--- config.mk ---
export PLATFORM = sky130hd
export DESIGN_NAME = memory_stage
export DESIGN_NICKNAME = d
export VERILOG_FILES = /design/src/rtl/memory_stage_pkg.sv /design/src/rtl/memory_stage_mem_align.sv /design/src/rtl/memory_stage.sv
export SDC_FILE = /design/constraint.sdc
export NUM_CORES = 1
export LEC_CHECK = 0
export CORE_AREA = 2 2 97 99
export DETAILED_ROUTE_END_ITERATION = 10
export DIE_AREA = 0 0 99 101
export DONT_BUFFER_PORTS = 1
export HOLD_SLACK_MARGIN = 0.02
export PLACE_DENSITY = 0.82
export SLEW_MARGIN = 20
export SYNTH_ARGS = -nofsm -noshare
export SYNTH_HDL_FRONTEND = slang
export SYNTH_SLANG_ARGS = --single-unit
--- constraint.sdc ---
create_clock -name clk -period 3.8 [get_ports clk]
set_clock_uncertainty 0.15 [all_clocks]
set_input_delay 0.76 -clock clk [delete_from_list [all_inputs] [get_ports clk]]
set_output_delay 0.76 -clock clk [all_outputs]
set_load 0.05 [all_outputs]
--- src/rtl/memory_stage_pkg.sv ---
// rtl/memory_stage_pkg.sv - shared control struct, access sizes and load extension for the MEM stage
package memory_stage_pkg;

   typedef struct packed {
      logic       reg_write;
      logic       mem_to_reg;
      logic       mem_read;
      logic       mem_write;
      logic [2:0] funct3;
   } control_type;

   typedef enum logic [1:0] {
      MEM_BYTE = 2'b00,
      MEM_HALF = 2'b01,
      MEM_WORD = 2'b10
   } mem_size_e;

   typedef enum logic {
      ST_IDLE,
      ST_WAIT
   } mem_state_e;

   localparam int CNT_W = 16;

   // funct3[2] selects zero extension; the lane is brought down to bit 0 first
   function automatic logic [31:0] load_extend(input logic [2:0]  funct3,
                                               input logic [31:0] rdata,
                                               input logic [1:0]  offset);
      logic [31:0] shifted;
      shifted = rdata >> {offset, 3'b000};
      case (funct3)
         3'b000:  return {{24{shifted[7]}}, shifted[7:0]};
         3'b001:  return {{16{shifted[15]}}, shifted[15:0]};
         3'b100:  return {24'h0, shifted[7:0]};
         3'b101:  return {16'h0, shifted[15:0]};
         default: return shifted;
      endcase
   endfunction

endpackage

--- src/rtl/memory_stage_mem_align.sv ---
// rtl/memory_stage_mem_align.sv - combinational byte-lane enables, store replication, alignment and load extraction
module mem_align
   import memory_stage_pkg::*;
(
   input  logic [2:0]  funct3,
   input  logic [31:0] addr,
   input  logic [31:0] store_data,
   input  logic [31:0] rdata,
   output logic        aligned,
   output logic [3:0]  be,
   output logic [31:0] wdata,
   output logic [31:0] load_data
);

   mem_size_e size;
   assign size = mem_size_e'(funct3[1:0]);

   always_comb begin
      aligned = 1'b0;
      be      = 4'b0000;
      wdata   = store_data;
      case (size)
         MEM_BYTE: begin
            aligned = 1'b1;
            be      = 4'b0001 << addr[1:0];
            wdata   = {4{store_data[7:0]}};
         end
         MEM_HALF: begin
            aligned = ~addr[0];
            be      = 4'b0011 << addr[1:0];
            wdata   = {2{store_data[15:0]}};
         end
         MEM_WORD: begin
            aligned = (addr[1:0] == 2'b00);
            be      = 4'b1111;
            wdata   = store_data;
         end
         default: begin
            aligned = 1'b0;
            be      = 4'b0000;
            wdata   = store_data;
         end
      endcase
   end

   assign load_data = load_extend(funct3, rdata, addr[1:0]);

endmodule

--- src/rtl/memory_stage.sv ---
// rtl/memory_stage.sv - MEM pipeline stage: data-memory handshake, wait-state stall, watchdog and MEM/WB register
module memory_stage
   import memory_stage_pkg::*;
#(
   parameter int TIMEOUT_CYCLES = 255
) (
   input  logic        clk,
   input  logic        reset_n,
   input  logic        valid_in,
   input  control_type control_in,
   input  logic [31:0] alu_data_in,
   input  logic [31:0] memory_data_in,
   output logic        dmem_req,
   output logic        dmem_we,
   output logic [31:0] dmem_addr,
   output logic [3:0]  dmem_be,
   output logic [31:0] dmem_wdata,
   input  logic        dmem_ack,
   input  logic [31:0] dmem_rdata,
   output logic        stall_out,
   output logic        misaligned_error,
   output logic        bus_error,
   output logic        valid_out,
   output control_type control_out,
   output logic [31:0] alu_data_out,
   output logic [31:0] mem_data_out
);

   mem_state_e       state, state_nxt;
   logic [CNT_W-1:0] cnt, cnt_nxt;

   logic        aligned;
   logic [31:0] load_data;
   logic        mem_op;
   logic        acc;
   logic        misaligned;
   logic        timeout_hit;
   logic        timeout_err;

   mem_align u_align (
      .funct3     (control_in.funct3),
      .addr       (alu_data_in),
      .store_data (memory_data_in),
      .rdata      (dmem_rdata),
      .aligned    (aligned),
      .be         (dmem_be),
      .wdata      (dmem_wdata),
      .load_data  (load_data)
   );

   assign mem_op     = control_in.mem_read | control_in.mem_write;
   // Gating with reset_n keeps the bus and hazard unit quiet while reset is held
   assign acc        = reset_n & valid_in & mem_op & aligned;
   assign misaligned = valid_in & mem_op & ~aligned;

   assign timeout_hit = (state == ST_WAIT) && (cnt == CNT_W'(TIMEOUT_CYCLES));
   // A real ack arriving on the timeout cycle still delivers its data
   assign timeout_err = timeout_hit & ~dmem_ack;

   assign dmem_req  = acc;
   assign dmem_we   = control_in.mem_write;
   assign dmem_addr = {alu_data_in[31:2], 2'b00};
   assign stall_out = acc & ~dmem_ack & ~timeout_hit;

   always_comb begin
      state_nxt = state;
      cnt_nxt   = cnt;
      case (state)
         ST_IDLE: begin
            if (acc && !dmem_ack) begin
               state_nxt = ST_WAIT;
               cnt_nxt   = CNT_W'(1);
            end
         end
         ST_WAIT: begin
            if (!acc || dmem_ack || timeout_hit) begin
               state_nxt = ST_IDLE;
               cnt_nxt   = '0;
            end else if (cnt != CNT_W'(TIMEOUT_CYCLES)) begin
               cnt_nxt = cnt + CNT_W'(1);
            end
         end
         default: begin
            state_nxt = ST_IDLE;
            cnt_nxt   = '0;
         end
      endcase
   end

   always_ff @(posedge clk or negedge reset_n) begin
      if (!reset_n) begin
         state <= ST_IDLE;
         cnt   <= '0;
      end else begin
         state <= state_nxt;
         cnt   <= cnt_nxt;
      end
   end

   always_ff @(posedge clk or negedge reset_n) begin
      if (!reset_n) begin
         valid_out        <= 1'b0;
         control_out      <= '0;
         alu_data_out     <= '0;
         mem_data_out     <= '0;
         misaligned_error <= 1'b0;
         bus_error        <= 1'b0;
      end else if (stall_out) begin
         valid_out        <= 1'b0;
         control_out      <= '0;
         misaligned_error <= 1'b0;
         bus_error        <= 1'b0;
      end else begin
         valid_out             <= valid_in;
         control_out           <= control_in;
         control_out.reg_write <= control_in.reg_write & ~misaligned;
         alu_data_out          <= alu_data_in;
         mem_data_out          <= (acc && control_in.mem_read && !timeout_err) ? load_data : 32'h0;
         misaligned_error      <= misaligned;
         bus_error             <= acc & timeout_err;
      end
   end

endmodule

Yosys cells after proc, flatten, opt, wreduce, memory -nomap -nowiden
Index checks and enable logic that the tools add are counted.
- bits of input ports: 107
- flip-flop bits (word level): 91
- word-level logic and storage cells: 71
- shifts and indexed selects: 3
- reduce and logical (&&, ||, !) cells: 13
- bitwise gates (word level): 17
- add/sub/neg operators: 1
- equal/unequal tests: 9
- mux-type cells: 16
- operator list (operator ; count):
    32-bit case mux with 4 select lines ; 1
    32-bit case mux with 2 select lines ; 1
    16-bit two-way mux ; 3
    32-bit two-way mux ; 1
    16-bit case mux with 2 select lines ; 1
    32-bit by 5-bit right shift with 32-bit output ; 1
    16-bit by 1-bit adder with 16-bit output (second input constant) ; 1
    16-bit by 8-bit == test with 1-bit output (second input constant) ; 1
    16-bit by 8-bit inequality test with 1-bit output (second input constant) ; 1
    4-bit case mux with 3 select lines ; 1
    1-bit AND ; 10
    7-bit two-way mux ; 1
    3-bit == test (second input constant) ; 2
    1-bit NOT ; 6
    1-bit two-way mux ; 5
    1-bit logical AND ; 4
    2-bit logical NOT ; 2
    1-bit by 2-bit left shift with 4-bit output (first input constant) ; 1
    2-bit by 2-bit left shift with 4-bit output (first input constant) ; 1
    3-bit by 1-bit == test with 1-bit output (second input constant) ; 1
    1-bit logical NOT ; 3
    3-bit logical NOT ; 1
    3-bit by 1-bit inequality test with 1-bit output (second input constant) ; 1
    1-bit case mux with 3 select lines ; 1
    7 further kinds ; 8

Longest topological paths before layout
- depth after elaboration: 8
- depth in mapped cells: 8

Hierarchy
From an unflattened synthesis, not the netlist that was laid out.
- cell total of the unflattened synthesis: 516
- area, all modules: 5222.5 um2
- by module, submodules not included (module ; cells each ; times used ; area each (um2)):
    memory_stage ; 316 ; 1 ; 3917.5
    mem_align ; 200 ; 1 ; 1305.0

Worst setup path after synthesis
No wires, ideal clock.
- path kind: in2out
- start point: in alu_data_in[1]
- end point: out dmem_be[2]
- stages on the path: 5
- required time: 2.890 ns
- buffers on the path: 3
- slack: -0.032 ns
- arrival: 2.922 ns
- cell sequence: buf_2 > buf_2 > clkbuf_1 > mux2_2 > o21ai_0
- longest elaborated chain between the ends: 2
- RTL lines (item ; line ; text):
    from (decl) ; memory_stage.sv:11 ; input logic [31:0] alu_data_in,
    2-bit by 2-bit left shift with 4-bit output or 1-bit by 2-bit left shift with 4-bit output (tied branches) ; memory_stage_mem_align.sv:30, memory_stage_mem_align.sv:25 ;
    4-bit case mux with 3 select lines * ; memory_stage_mem_align.sv:22 ; case (size)
    to (decl) ; memory_stage.sv:16 ; output logic [3:0] dmem_be,
Mark *: on every way between the ends. The rest lies on a longest branch, timed or not.

Final worst setup path
- start point: reg cnt[12]
- end point: out stall_out
- longest elaborated chain between the ends: 4
- RTL lines (item ; line ; text):
    from (decl) ; memory_stage.sv:30 ; logic [CNT_W-1:0] cnt, cnt_nxt;
    from (signal assigned) ; memory_stage.sv:96 ; cnt <= cnt_nxt;
    16-bit by 8-bit == test with 1-bit output ; memory_stage.sv:56 ; assign timeout_hit = (state == ST_WAIT) && (cnt == CNT_W'(TIMEOUT_CYCLES));
    1-bit logical AND ; memory_stage.sv:56 ;
    1-bit NOT ; memory_stage.sv:63 ; assign stall_out = acc & ~dmem_ack & ~timeout_hit;
    1-bit AND ; memory_stage.sv:63 ;
    to (decl) ; memory_stage.sv:20 ; output logic stall_out,
No other way between the ends.

==> impl_metrics.yaml <==
floorplan:
  ioPinCount: 252
  die_y_um: 101
  fp.coreArea_um2: 8980
  rows: 35
  initial_core_util_pct: 55.1
  die_area_um2: 10000
  die_w_um: 99
final_layout:
  layout_commonest_cell: "dfrtp_1"
  drive_gt1_share_pct: 23.6
  layoutNonFillerInstCount: 518
  final_cell_mix: "dfrtp_1, mux2_2, nand2_1"
  nets: 509
  area_growth_pct: 0.177
grt:
  grt_start_max_net_pins: 92
  antenna_found_initial: 1
  grt-ovfl-total: 0
  grt_pass1_wl_mm: 18.0
  use_met2_pct: 39.5
  grt_use_met1_pct: 27.8
  grtUsageTotal_pct: 23.1
  grt_pass1_vias: 3252
  top_usage_layer: "met2"
  use_met3_pct: 6.87
clock_tree:
  cts_buffers: 9
  clock_latency_ns: 0.35
  clkTransAtPathRegs_ns: 0.09
  cts_sinks: 91
  clockBufferDepth: 2
  cts_resized: 0
  ctsHoldBuffers: 1
  cts_tree: "yes"
  cts_setup_buffers: 0
  htreeDepth: 3
  root_buffer: "clkbuf_8"
sta:
  whs_ns: 0.134
  fin_tns_setup_ns: 0
  worst_slew_pin_slew_ns: 1.01
  max_freq_mhz: 310
  setup_viol: 0
  hold_viol: 0
  rsz0062_at_grt: "false"
  slew_headroom_pct: 32.6
  drv_slew: 0
  fin_crit_ns: 3.23
  fin_ws_ns: 0.573
  finalCritPeriodShare_pct: 84.9
synth:
  netlist_area_um2: 4950
  yosys.area_share.simple_pct: 11.4
  synthFlopType: "dfrtp_1"
  yosysWarnings: 0
  syn_inst: 447
  synthTopCellsByArea: "dfrtp_1, mux2_2, buf_4"
  synth_seq_cells: 91
  synth_top_cell_by_area: "dfrtp_1"
  synth_edf_count: 0
  synthMuxAreaShare_pct: 17.1
  synth_top_family_by_area: "multiplexers"
  yosysSeqAreaShare_pct: 46.0
  ys_types: 50
  synthXorXnorAreaFrac_pct: 0.531
  synth_top_area_share_pct: 46.0
  async_reset_ff_share_pct: 100
  avgSynthCellArea_um2: 11.1
  synthAdderAreaFrac_pct: 0.253
  synth_compound_area_share_pct: 15.0
drt:
  num_vias: 3434
  drt_iter0_drc: 289
  drc_errors: 0
  routedWlPerCell_um: 23.3
  vias_per_cell: 6.63
  drtAntennaViolNets: 0
  drt_wl_total_mm: 12.1
  first_pass_iters: 5
worst_setup_path:
  critPathLaunchType: "flip-flop"
  cp.required_ns: 2.89
  path_cells: "or4b_1 -> nor4_4 -> nor2b_4"
  crit_buf_inv: 0
  worstSetupEndpointType: "output port"
  arrival_ns: 2.32
  critPathMaxFanout: 12
  critical-path-max-stage-delay_ns: 0.62
  slowest_stage: "nor4_4"
  critical-path-top-delay-family: "simple AND/OR/NAND/NOR gates"
  critical_path_class: "reg2out"
power_and_ir_drop:
  p_int_w: 0.00136
  switching_share_pct: 33.4
  p_sw_w: 0.000685
  power_leakage_nw: 2.11
  total_power_w: 0.00205
  combPwrFrac_pct: 13.1
  pwr-share-seq_pct: 55.5
  power_frac_clock_pct: 31.3
  powerDensity_nw_per_um2: 413
  peakVddDrop_uv: 180
status:
  status: "completed"
place:
  gp_congestion: 0.864
  io_buffers: 0
  dpl.hpwl_mm: 8.79
  pre_cts_slack_ns: 0.629
  placed_cells: 500
worst_hold_path:
  hold_path_class: "in2async"
flow_run:
  cap_violations: 0
[registers in the layout, summed over array words and instances (netlist names)]
signal / count
bus_error: 1
misaligned_error: 1
valid_out: 1
state: 1
alu_data_out: 32
cnt: 16
mem_data_out: 32
control_out: 7
[cell usage after synthesis (5+ instances only)]
master    instances
a21oi_1          14
o21ai_0          26
a22o_1            9
nand3_1           9
a31oi_1          10
dfrtp_1          91
a211o_1           7
nor2b_1          18
mux2i_1          18
clkbuf_1         11
a32o_1            7
buf_2            11
or3_1             5
nand2_1          31
mux2_2           59
buf_6             5
a221o_1          16
nor2_1           11
buf_4            41
[power groups by stage]
stage / combinational (W) / sequential [W] / clock [W]
global placement: 0.000244 / 0.00116 / 0
global route: 0.000286 / 0.00114 / 0.000707
finish: 0.000269 / 0.00114 / 0.000642
CTS: 0.000271 / 0.00114 / 0.000662
floorplan: 0.000346 / 0.00115 / 0
detailed placement: 0.000248 / 0.00116 / 0
[per-stage QoR]
step	area [um2]	util, %
after floorplan	4950	-
after global placement	4740	52.8
after detailed placement	4740	52.8
after CTS	4960	55.2
after global routing	4960	55.2
final	4960	55.2
[logic make-up after synthesis]
logic type / count (synthesis)
mux: 77
simple gates: 101
fa+ha+maj: 1
xor+xnor: 3
buf+inv: 73
flops: 91
other cells: 1
compound gates: 100
[layout make-up]
| cell class | count | area (um2) |
|---|---|---|
| inverters | 2 | 7.51 |
| well taps | 111 | 139 |
| multi-input cells | 284 | 2210 |
| flip-flops and latches | 91 | 2280 |
| clock buffers | 10 | 138 |
| clock inverters | 6 | 55.1 |
| diodes | 1 | 2.50 |
| fillers | 714 | 4020 |
| repair buffers | 13 | 130 |
[path summary, 6_finish.rpt]
kind	startpoint	endpoint	cells after the start	slack, ns
hold / removal	reset_n	cnt[6]$_DFFE_PN0P_	1	0.13
setup reg to reg	cnt[12]$_DFFE_PN0P_	mem_data_out[30]$_DFFE_PN0N_	5	0.90
setup / recovery	cnt[12]$_DFFE_PN0P_	stall_out	3	0.57
max in group asynchronous	reset_n	cnt[13]$_DFFE_PN0P_	1	2.99
hold reg to reg	cnt[8]$_DFFE_PN0P_	cnt[8]$_DFFE_PN0P_	1	0.40
min in group clk	dmem_rdata[26]	mem_data_out[26]$_DFFE_PN0N_	1	0.39
[per-layer routing]
layer / vias up / wire (um)
li1: 1515 / -
met4: 0 / 216
met1: 1644 / 4420
met2: 252 / 6250
met5: - / 0
met3: 23 / 1170
[worst reg2reg max path, cell delays in order, from the launching register on]
cell	delay, ns
dfrtp_1	0.46
or4b_1	0.61
nor4_4	0.62
nor2b_4	0.27
buf_12	0.28
a221o_1	0.40
(Power assumes the default switching activity.)
